File: config.mk
export PLATFORM = sky130hd
export DESIGN_NAME = freq_div_prog
export DESIGN_NICKNAME = d
export VERILOG_FILES = /design/src/rtl/freq_div_prog.sv
export SDC_FILE = /design/constraint.sdc
export NUM_CORES = 1
export LEC_CHECK = 0
export ABC_AREA = 0
export CORE_ASPECT_RATIO = 0.9
export CORE_MARGIN = 3
export CORE_UTILIZATION = 60
export CTS_CLUSTER_DIAMETER = 120
export DETAILED_ROUTE_END_ITERATION = 12
export DONT_BUFFER_PORTS = 1
export HOLD_SLACK_MARGIN = 0.05
export PLACE_DENSITY = 0.76
export SLEW_MARGIN = 20
export SYNTH_ARGS = -nofsm -noshare
export SYNTH_HDL_FRONTEND = slang
export SYNTH_SLANG_ARGS = --single-unit
File: constraint.sdc
create_clock -name clk -period 2.1 [get_ports clk]
set_clock_uncertainty 0.2 [all_clocks]
set_input_delay 0.21 -clock clk [delete_from_list [all_inputs] [get_ports clk]]
set_output_delay 0.21 -clock clk [all_outputs]
set_load 0.02 [all_outputs]
File: src/rtl/freq_div_prog.sv
// freq_div_prog: programmable square/pulse generator with a
// double-buffered terminal count applied only at period boundaries.
module freq_div_prog #(
    parameter int CNT_W      = 16,
    parameter int DEFAULT_TC = 666
) (
    input  logic             clk,
    input  logic             rst,
    input  logic             en,
    input  logic [CNT_W-1:0] tc_in,
    input  logic             load,
    input  logic             sync,
    input  logic             mode,
    output logic             clk_out,
    output logic             tick,
    output logic             pending,
    output logic             cfg_err
);

    localparam logic [CNT_W-1:0] TC_RST = CNT_W'(DEFAULT_TC);
    localparam logic [CNT_W-1:0] ONE    = CNT_W'(1);

    logic [CNT_W-1:0] cnt_q;
    logic [CNT_W-1:0] cnt_d;
    logic [CNT_W-1:0] act_q;
    logic [CNT_W-1:0] act_d;
    logic [CNT_W-1:0] shd_q;
    logic [CNT_W-1:0] shd_d;
    logic             pend_d;
    logic             out_d;
    logic             tick_d;
    logic             err_d;
    logic             term;
    logic             ld_ok;
    logic             ld_bad;

    assign term   = en && (cnt_q == act_q);
    assign ld_ok  = load && (tc_in != '0);
    assign ld_bad = load && (tc_in == '0);

    always_comb begin
        cnt_d  = cnt_q;
        act_d  = act_q;
        shd_d  = shd_q;
        pend_d = pending;
        out_d  = clk_out;
        tick_d = 1'b0;
        err_d  = ld_bad;

        // sync outranks the terminal count and the enable
        priority case (1'b1)
            sync: begin
                cnt_d = '0;
                out_d = 1'b0;
                if (pending) begin
                    act_d  = shd_q;
                    pend_d = 1'b0;
                end
            end
            term: begin
                cnt_d  = '0;
                tick_d = 1'b1;
                out_d  = mode ? 1'b1 : ~clk_out;
                if (pending) begin
                    act_d  = shd_q;
                    pend_d = 1'b0;
                end
            end
            default: begin
                if (en) begin
                    cnt_d = cnt_q + ONE;
                end
                if (mode) begin
                    out_d = 1'b0;
                end
            end
        endcase

        // a load in the same cycle lands after any apply above
        if (ld_ok) begin
            shd_d  = tc_in;
            pend_d = 1'b1;
        end
    end

    always_ff @(posedge clk or negedge rst) begin
        if (!rst) begin
            cnt_q   <= '0;
            act_q   <= TC_RST;
            shd_q   <= TC_RST;
            pending <= 1'b0;
            clk_out <= 1'b0;
            tick    <= 1'b0;
            cfg_err <= 1'b0;
        end else begin
            cnt_q   <= cnt_d;
            act_q   <= act_d;
            shd_q   <= shd_d;
            pending <= pend_d;
            clk_out <= out_d;
            tick    <= tick_d;
            cfg_err <= err_d;
        end
    end

endmodule

==> results.toml <==
[sta]
whs_ns = 0.107
tightest_slew_ns = 0.762
fmax_mhz = 492
layout_setup_ws_ns = 0.0660
setup_violations = 0
maxSlewHeadroom_pct = 49.0
finalCritPeriodShare_pct = 96.9
finalHoldViolCount = 0
period_minus_slack_ns = 2.03
slew_violations = 0

[clocking]
clk_pin_slew_ns = 0.11
cts_setup_buffers = 0
cts_sinks = 52
cts_tree = "yes"
cts_buffer_depth = 2
htree_levels = 2
numCtsBuffers = 5
root_buffer = "clkbuf_8"
clk-insertion-delay-late_ns = 0.32

[grt]
grt_pass1_vias = 2482
antenna_found_initial = 0
grt_max_degree = 53
grt_pass1_wl_mm = 12.4
track_usage_pct = 28.1
grt_overflow = 0

[yosys]
netlist_top_cells_area = "dfrtp_1 (36%), dfstp_2 (9.1%), a222oi_1 (5.6%)"
yosysTopAreaCell = "dfrtp_1"
syn_avg_cell_area_um2 = 10.4
synth_seq_cells = 52
ys_seq_area_share_pct = 45.6
synth_area_um2 = 2880
synth_top_cells_by_count = "dfrtp_1 (42), nor2_1 (30), nand4_1 (21), inv_1 (19), xor2_1 (17)"
synth-main-ff-cell = "dfrtp_1"
postSynthCellCount = 276
synth_edf_count = 0
synth.top_cell.area_share_pct = 36.5
ys_types = 40
synthesis.nets = 299
synth_most_common_cell = "dfrtp_1"
synth-async-reset-ratio_pct = 100
yosys_warnings = 0

[status]
status = "finished clean"

[job]
max-cap-violations = 0

[floorplanning]
die_w_um = 79.1
fp.dieH_um = 71.7
rows = 23
fp.coreArea_um2 = 4550
dieArea_um2 = 5670
start_util_pct = 63.4
io_pins = 26

[placement]
dp_hpwl_mm = 4.46
post_dp_cell_area_um2 = 2930
gp_congestion = 0.807
port_buffers = 0
place_ws_ns = 0.108

[finish]
diodes = 0
design_area_um2 = 3320
area_delta_synth_final_pct = 15.4
nFillCells = 330
layout-drive-gt1-share_pct = 21.7
final_nets = 322

[detailed_routing]
first_iter_violations = 287
via_per_inst = 6.45
vias = 2336
drcViolationCount = 0
first_pass_iters = 6
wirelength_mm = 7.39
avgRoutedWirePerCell_um = 20.4
postRouteAntennaNets = 0

[worst_setup_path]
arrival_ns = 2.01
critPathKind = "reg2reg"
critPathLaunch = "act_q[7]$_DFFE_PN1P_"
rrSetupSlack_ns = 0.07
cp-start-kind = "flop"
ff2ff_path_depth = 6
required_ns = 2.08
rr_startpoint = "act_q[7]$_DFFE_PN1P_"
crit_fanout = 16
endpoint = "act_q[12]$_DFFE_PN0P_"
reg2reg_to = "act_q[12]$_DFFE_PN0P_"
end_kind = "flop"

[power_and_ir_drop]
powerDensity_nw_per_um2 = 638
max-vdd-ir-drop_mv = 0.500
p_leak_nw = 1.35

[hold_path]
holdCritPathClass = "in2reg"
-- logic make-up after synthesis --
| family | after synthesis | synth area share, % |
|---|---|---|
| and+or+nand+nor | 93 | 16.9 |
| DFF | 52 | 45.6 |
| AOI/OAI and AO/OA | 43 | 14.0 |
| buffers and inverters | 41 | 7.69 |
| xor gates and xnor gates | 30 | 9.12 |
| muxes | 16 | 6.25 |
| adders and majority gates | 1 | 0.434 |
-- per-layer routing --
layer | up-vias | share of wire [%] | global-route usage, %
li1 | 1058 | - | -
met3 | 20 | 6.5 | 5.03
met1 | 1140 | 42 | 37.7
met2 | 118 | 49 | 45.4
met5 | - | 0 | 0
met4 | 0 | 2.1 | 11.5
-- final cells by class --
| cell class | instances | area, um^2 | share of cell area [%] |
|---|---|---|---|
| multi-input combinational | 183 | 1380 | 41.4 |
| sequential | 52 | 1310 | 39.5 |
| timing repair buffer | 37 | 393 | 11.8 |
| tap | 62 | 77.6 | 2.33 |
| inverter | 20 | 75.1 | 2.26 |
| clock buffer | 5 | 68.8 | 2.07 |
| clock inverter | 3 | 21.3 | 0.640 |
-- registers in the layout, summed over array words and instances (netlist names) --
signal and flops:
pending 1, tick 1, shd_q 16, cfg_err 1, cnt_q 16, act_q 16, clk_out 1
-- critical path: stages, from the launching register on --
cell and delay [ns]:
dfstp_2 0.58, xnor2_1 0.12, nand4_1 0.18, nand2b_4 0.20, buf_12 0.15, a222oi_1 0.29
o311ai_1 0.18
-- power by group --
part,switching (mW),total [mW],internal (mW)
Sequential,0.0843,1.18,1.10
Combinational,0.180,0.341,0.161
Clock,0.362,0.599,0.238
-- layout by cell type (no fill, tap or decap), types with 4 or more instances in the layout --
cell           netlist  final
a222oi_1            16     16
buf_4                0     10
clkbuf_8             0      5
dfrtp_1             42     42
dfstp_2             10     10
dlygate4sd3_1        0     23
inv_1               19     19
mux2_2              13     13
nand2_1              9      9
nand4_1             21     21
nor2_1              30     28
nor2_2              10     12
nor4_1               5      4
o311ai_1            16     16
xnor2_1             13     13
xor2_1              17     17
-- worst min path at each step --
stage          startpoint               endpoint  slack [ns]  cells after the start
2_1_floorplan         rst   act_q[0]$_DFFE_PN0P_       -0.29                      0
3_3_place_gp          rst   act_q[6]$_DFFE_PN0P_       -0.28                      0
3_5_place_dp          rst   shd_q[0]$_DFFE_PN0P_       -0.28                      0
4_1_cts              sync  act_q[11]$_DFFE_PN0P_        0.09                      4
5_1_grt              sync   act_q[4]$_DFFE_PN1P_        0.12                      4
6_report             sync  act_q[11]$_DFFE_PN0P_        0.11                      4
-- timing repair --
action	4_1_cts	5_1_grt
hold buffers	25	0
setup endpoints to repair	0	34
endpoints found under the hold margin	103	0
resized for setup	0	6
-- per-stage QoR --
step | setup TNS [ns] | power (mW) | utilization (%) | cells
floorplan | 0 | 1.39 | - | 276
global route | -0.00989 | 2.20 | 73.1 | 362
CTS | 0 | 2.10 | 72.5 | 362
global placement | 0 | 1.43 | 64.4 | 329
finish | 0 | 2.12 | 73.1 | 362
detailed placement | 0 | 1.44 | 64.4 | 329
Note: power is estimated with default switching activity, not from simulation.
